[src/rtl/ofdm_pkg.sv]
// Shared bin map, pilot LFSR and FSM definitions
// for the OFDM 16-QAM symbol scheduler.
package ofdm_pkg;

  localparam logic [1:0] BT_NULL  = 2'b00;
  localparam logic [1:0] BT_DATA  = 2'b01;
  localparam logic [1:0] BT_PILOT = 2'b10;

  localparam logic [5:0] NULL_LO = 6'd27;
  localparam logic [5:0] NULL_HI = 6'd37;

  localparam int          N_PILOT   = 4;
  localparam logic [23:0] PILOT_IDX = {6'd57, 6'd43, 6'd21, 6'd7};

  // x^7 + x^4 + 1 : feedback from bits 6 and 3
  localparam logic [6:0] LFSR_SEED = 7'h7F;
  localparam logic [6:0] LFSR_TAPS = 7'b100_1000;

  typedef enum logic [1:0] {
    ST_IDLE,
    ST_RUN,
    ST_GAP,
    ST_DONE
  } state_e;

  typedef struct packed {
    logic       valid;
    logic [5:0] idx;
    logic [1:0] btype;
    logic       last;
  } sb_t;

  function automatic logic [1:0] bin_class(input logic [5:0] idx);
    logic [1:0] c;
    c = BT_DATA;
    for (int i = 0; i < N_PILOT; i++)
      if (idx == PILOT_IDX[i*6 +: 6]) c = BT_PILOT;
    if (idx == 6'd0 || (idx >= NULL_LO && idx <= NULL_HI))
      c = BT_NULL;
    return c;
  endfunction

endpackage

[src/rtl/ofdm_pilot_lfsr.sv]
// Per-symbol pilot polarity generator.
// Reloaded at burst start, stepped once per symbol.
import ofdm_pkg::*;

module ofdm_pilot_lfsr (
  input  logic clk,
  input  logic res,
  input  logic load,
  input  logic step,
  output logic pol
);

  logic [6:0] r_lfsr;
  logic       w_fb;

  assign w_fb = ^(r_lfsr & LFSR_TAPS);

  always_ff @(posedge clk or negedge res) begin
    if (!res)
      r_lfsr <= LFSR_SEED;
    else if (load)
      r_lfsr <= LFSR_SEED;
    else if (step)
      r_lfsr <= {r_lfsr[5:0], w_fb};
  end

  assign pol = r_lfsr[6];

endmodule

[src/rtl/qam_symbol_scheduler.sv]
// Walks 64-bin OFDM symbols, feeds data/pilot nibbles to the
// 16-QAM mapper and emits bin sideband aligned to its output.
import ofdm_pkg::*;

module qam_symbol_scheduler #(
  parameter int unsigned GAP_CYCLES   = 16,
  parameter logic [3:0]  PILOT_NIBBLE = 4'b0000
) (
  input  logic       clk,
  input  logic       res,
  input  logic       start,
  input  logic [7:0] n_sym,
  input  logic       src_valid,
  input  logic [3:0] src_data,
  output logic       src_ready,
  input  logic       map_ready,
  output logic       map_en,
  output logic       map_valid,
  output logic [3:0] map_data,
  output logic       bin_valid,
  output logic [5:0] bin_idx,
  output logic [1:0] bin_type,
  output logic       sym_last,
  output logic       busy,
  output logic       done
);

  localparam logic [15:0] GAP_LAST =
    16'((GAP_CYCLES == 0) ? 0 : GAP_CYCLES - 1);

  state_e      r_state;
  logic [5:0]  r_bin;
  logic [7:0]  r_sym;
  logic [15:0] r_gap;
  logic        r_map_valid;
  logic [3:0]  r_map_data;
  sb_t         r_sb1;
  sb_t         r_sb2;

  logic [1:0]  w_type;
  logic        w_run;
  logic        w_issue;
  logic        w_last_bin;
  logic        w_accept;
  logic        w_pol;
  logic [3:0]  w_pilot;

  assign w_type     = bin_class(r_bin);
  assign w_run      = (r_state == ST_RUN);
  assign w_last_bin = (r_bin == 6'd63);
  assign w_accept   = (r_state == ST_IDLE) && start;
  assign w_issue    = w_run && map_ready &&
                      (w_type != BT_DATA || src_valid);

  assign src_ready  = w_run && map_ready && (w_type == BT_DATA);

  ofdm_pilot_lfsr u_lfsr (
    .clk  (clk),
    .res  (res),
    .load (w_accept),
    .step (w_issue && w_last_bin),
    .pol  (w_pol)
  );

  assign w_pilot = w_pol ?
    {~PILOT_NIBBLE[3:2], PILOT_NIBBLE[1:0]} : PILOT_NIBBLE;

  always_ff @(posedge clk or negedge res) begin
    if (!res) begin
      r_state <= ST_IDLE;
      r_bin   <= '0;
      r_sym   <= '0;
      r_gap   <= '0;
    end else begin
      unique case (r_state)
        ST_IDLE: begin
          if (start) begin
            r_bin   <= '0;
            r_sym   <= n_sym;
            r_state <= (n_sym != 8'd0) ? ST_RUN : ST_DONE;
          end
        end
        ST_RUN: begin
          if (w_issue) begin
            r_bin <= r_bin + 6'd1;
            if (w_last_bin) begin
              r_sym <= r_sym - 8'd1;
              r_gap <= '0;
              if (r_sym == 8'd1)
                r_state <= ST_DONE;
              else if (GAP_CYCLES == 0)
                r_state <= ST_RUN;
              else
                r_state <= ST_GAP;
            end
          end
        end
        ST_GAP: begin
          r_gap <= r_gap + 16'd1;
          if (r_gap == GAP_LAST)
            r_state <= ST_RUN;
        end
        ST_DONE: r_state <= ST_IDLE;
        default: r_state <= ST_IDLE;
      endcase
    end
  end

  // Null bins issue sideband only; the mapper sees no valid.
  always_ff @(posedge clk or negedge res) begin
    if (!res) begin
      r_map_valid <= 1'b0;
      r_map_data  <= '0;
    end else begin
      r_map_valid <= w_issue && (w_type != BT_NULL);
      r_map_data  <= '0;
      if (w_issue && w_type == BT_DATA)
        r_map_data <= src_data;
      else if (w_issue && w_type == BT_PILOT)
        r_map_data <= w_pilot;
    end
  end

  always_ff @(posedge clk or negedge res) begin
    if (!res) begin
      r_sb1 <= '0;
      r_sb2 <= '0;
    end else begin
      r_sb1 <= '0;
      if (w_issue) begin
        r_sb1.valid <= 1'b1;
        r_sb1.idx   <= r_bin;
        r_sb1.btype <= w_type;
        r_sb1.last  <= w_last_bin;
      end
      r_sb2 <= r_sb1;
    end
  end

  assign map_valid = r_map_valid;
  assign map_en    = r_map_valid;
  assign map_data  = r_map_data;
  assign bin_valid = r_sb2.valid;
  assign bin_idx   = r_sb2.idx;
  assign bin_type  = r_sb2.btype;
  assign sym_last  = r_sb2.last;
  assign busy      = (r_state != ST_IDLE);
  assign done      = (r_state == ST_DONE);

endmodule

[config.mk]
export PLATFORM = sky130hd
export DESIGN_NAME = qam_symbol_scheduler
export DESIGN_NICKNAME = d
export VERILOG_FILES = /design/src/rtl/ofdm_pkg.sv /design/src/rtl/ofdm_pilot_lfsr.sv /design/src/rtl/qam_symbol_scheduler.sv
export SDC_FILE = /design/constraint.sdc
export NUM_CORES = 1
export LEC_CHECK = 0
export CAP_MARGIN = 5
export CORE_ASPECT_RATIO = 0.5
export CORE_MARGIN = 3
export CORE_UTILIZATION = 40
export DETAILED_ROUTE_END_ITERATION = 8
export GPL_ROUTABILITY_DRIVEN = 0
export GPL_TIMING_DRIVEN = 0
export HOLD_SLACK_MARGIN = 0.02
export PLACE_DENSITY = 0.68
export SYNTH_ARGS = -nofsm -noshare
export SYNTH_HDL_FRONTEND = slang
export SYNTH_HIERARCHICAL = 1
export SYNTH_SLANG_ARGS = --single-unit
[constraint.sdc]
create_clock -name clk -period 4.8 [get_ports clk]
set_input_delay 0.48 -clock clk [delete_from_list [all_inputs] [get_ports clk]]
set_output_delay 0.48 -clock clk [all_outputs]
set_load 0.005 [all_outputs]
==> impl_metrics.tcl <==
set metrics [dict create \
    run_status "completed" \
    cts_sinks 64 \
    top_layer "met4" \
    start_util 0.4261 \
    r2r_start "r_bin[0]$_DFFE_PN0P_" \
    seq_area_sq_um 1610 \
    maxCapViolCount 0 \
    fmax_mhz 330.7 \
    synth_cells 312 \
    multi_input_area_sq_um 1475 \
    insertion_delay_ps 330 \
    die_area_sq_um 9273 \
    grt_first_pass_wirelength_um 12350 \
    grt_max_degree 34 \
    grt_usage 0.1670 \
    skew_ps 7.658 \
    setup_tns_ps 0 \
    route.detailed.drc 0 \
    wl_met2_um 3322 \
    r2r_cells 9 \
    routed-via-count 2514 \
    min_period_over_period 0.6300 \
    seqPwrFrac 0.349 \
    cts_buffers 9 \
    ctsHtreeMaxLevel 3 \
    yosysMostFrequentCell "dfrtp_1" \
    worst_pin_slew_ps 731.5 \
    synthesis.nets 337 \
    yosysTopAreaCell "dfrtp_1" \
    syn_area_sq_um 3237 \
    cts_hold_buf 0 \
    post_drt_wl_per_cell_um 14.79 \
    dr_wl_met3_um 464 \
    routed_wl_um 6979 \
    fin_crit_ps 3024 \
    p_clk_frac 0.410 \
    synthDominantCellAreaShare 0.4407 \
    vias_per_cell 5.326 \
    synth_area_per_cell_sq_um 10.37 \
    syn2layout_area_growth_pct 26.83 \
    synth_common_cells "57 x dfrtp_1, 36 x nor2_1, 33 x nand2_1" \
    relSlewSlack 0.5086 \
    r2r_end "u_lfsr/r_lfsr[4]$_DFFE_PN1P_" \
    final_nets 384 \
    clk_pin_slew_ps 60 \
    ys_seq_area_frac 0.4975 \
    p_comb_frac 0.241 \
    maxSlewViolCount 0 \
    crit_chain "ha_1 > mux2i_1 > o21ai_1 > o21ai_1 > nand2_1 > nor2_1 > clkdlybuf4s50_1" \
    synth_warnings 6 \
    placementRows 22 \
    final-hold-violation-count 0 \
    fillers 680 \
    synth-edff-count 0 \
    synthTopCellsByArea "dfrtp_1 44%, dfstp_2 5.7%, nor2_1 4.2%, mux2i_1 4.0%, nand2_1 3.8%" \
    cp.arrival_ps 2540 \
    hpwlAfterDp_um 5000 \
    root_buffer "clkbuf_16" \
    grt_pass1_vias 2531 \
    cellPowerDensity_nw_per_um2 473.8 \
    worst_setup_path_end_kind "output pin" \
    swShare 0.2684 \
    r2r_setup_slack_ps 1980 \
    setup_viol 0 \
    clockBufferDepth 2 \
    slowest_delay_ps 520 \
    crit_top_cell "o21ai_1" \
    leakagePower_nw 1.745 \
    pin_count 36 \
    synthDistinctLibCells 66 \
    synthFlopType "dfrtp_1" \
    critPathSlowestCell "clkdlybuf4s50_1" \
    peakVddDrop_mv 0.2365 \
    crit_required_ps 4320 \
    port_buffers 35 \
    cts_setup_buffers 0 \
    instances_no_fill 472 \
    critPathKind "reg -> out" \
    drt_iter0_drc 209 \
    chipWidth_um 133.2 \
    wl_met1_um 3125 \
    hold_class "in -> async" \
    core_area_sq_um 7597 \
    drive_above_1_share 0.1593 \
    async_flop_share 1.000 \
    rsz0062_at_grt "no" \
    cts_resized 0 \
    num_antenna_cells 0 \
    dr.pass1.iters 5 \
    antenna_found_initial 0 \
    start_kind "flop" \
    dp_cells 456 \
    cts_tree "built" \
    gr-total-overflow 0 \
    die_y_um 69.61 \
    ant_nets 0 \
    path_max_fanout 8 \
    power.switching_mw 0.5220 \
    p_int_mw 1.423 \
    ys_ff_latch 64 \
]
## power groups by stage
stage                     logic (mW)  registers [mW]  clock network [mW]
after floorplan                0.297           0.682                   0
after global placement         0.455           0.684                   0
after detailed placement       0.469           0.688                   0
after CTS                      0.474           0.679               0.817
after global routing           0.523           0.690               0.836
final                          0.470           0.679               0.797
## per-layer routing
layer,up-vias,global-route usage
met5,-,0
met4,0,0.07298
met3,8,0.04348
met2,71,0.2680
met1,1247,0.2143
li1,1188,-
## registers in the layout (all words and copies together) (netlist names)
| name | cells |
|---|---|
| r_sym | 8 |
| bin_valid | 1 |
| map_data | 4 |
| bin_idx | 6 |
| r_state | 2 |
| r_bin | 6 |
| u_lfsr/r_lfsr | 7 |
| bin_type | 2 |
| r_sb1 | 10 |
| map_en | 1 |
| sym_last | 1 |
| r_gap | 16 |
## layout make-up
cell class | instances | area share
Inverter | 12 | 0.01097
Multi-Input combinational cell | 224 | 0.3593
Timing Repair Buffer | 36 | 0.08900
Clock inverter | 7 | 0.03475
Tap cell | 108 | 0.03292
Buffer | 12 | 0.02591
Sequential cell | 64 | 0.3923
Clock buffer | 9 | 0.05486
## worst max-delay path by stage
| stage | from | to | slack [ps] | depth (start not counted) |
|---|---|---|---|---|
| CTS | r_bin[0]$_DFFE_PN0P_ | src_ready | 1780 | 7 |
| global route | r_bin[0]$_DFFE_PN0P_ | src_ready | 1570 | 7 |
| global placement | res | r_sym[6]$_DFFE_PN0P_ | 1300 | 1 |
| floorplan | r_bin[0]$_DFFE_PN0P_ | u_lfsr/r_lfsr[1]$_DFFE_PN1P_ | 2550 | 9 |
| detailed placement | r_bin[0]$_DFFE_PN0P_ | u_lfsr/r_lfsr[5]$_DFFE_PN1P_ | 1960 | 9 |
| finish | r_bin[0]$_DFFE_PN0P_ | src_ready | 1780 | 7 |
## logic make-up after synthesis
family,synth area share
compound gates,0.1295
simple gates,0.2246
flops,0.4975
fa+ha+maj,0.03093
buf+inv,0.04677
mux,0.04368
xor+xnor,0.02706
## critical path, delay by kind of cell (launching register included)
family / cells / cell delay (ps)
DFF: 1 / 450
muxes: 1 / 170
buffers and inverters: 1 / 520
and+or+nand+nor: 2 / 320
adders and majority gates: 1 / 330
AOI/OAI and AO/OA: 2 / 430
## through the flow
step | hold slack [ps] | worst slack (ps) | instance area, sq um | power [mW] | utilization
after floorplan | 184.4 | 2546 | 3237 | 0.9789 | -
after global placement | 332.4 | 1301 | 3722 | 1.139 | 0.4900
after detailed placement | 334.7 | 1956 | 3737 | 1.157 | 0.4919
after CTS | 213.9 | 1780 | 4105 | 1.970 | 0.5403
after global routing | 266.4 | 1569 | 4105 | 2.049 | 0.5403
final | 199.8 | 1776 | 4105 | 1.945 | 0.5403
## cell usage in the layout (no fill, tap or decap), types with 5 or more instances in the layout
cell / synthesis / layout
dfrtp_1: 57 / 57
nand2_1: 33 / 33
clkbuf_16: 0 / 9
xnor2_1: 9 / 9
inv_1: 10 / 10
nor4_1: 6 / 6
clkdlybuf4s50_1: 0 / 34
dfstp_2: 7 / 7
mux2i_1: 13 / 13
o22ai_1: 5 / 5
nand3_1: 8 / 8
nor3_1: 12 / 12
a31oi_1: 6 / 6
a21oi_1: 12 / 12
ha_1: 8 / 8
and2_1: 9 / 9
nand2b_1: 5 / 5
nor2_1: 36 / 36
No activity file was read; power rests on OpenSTA's default activity.
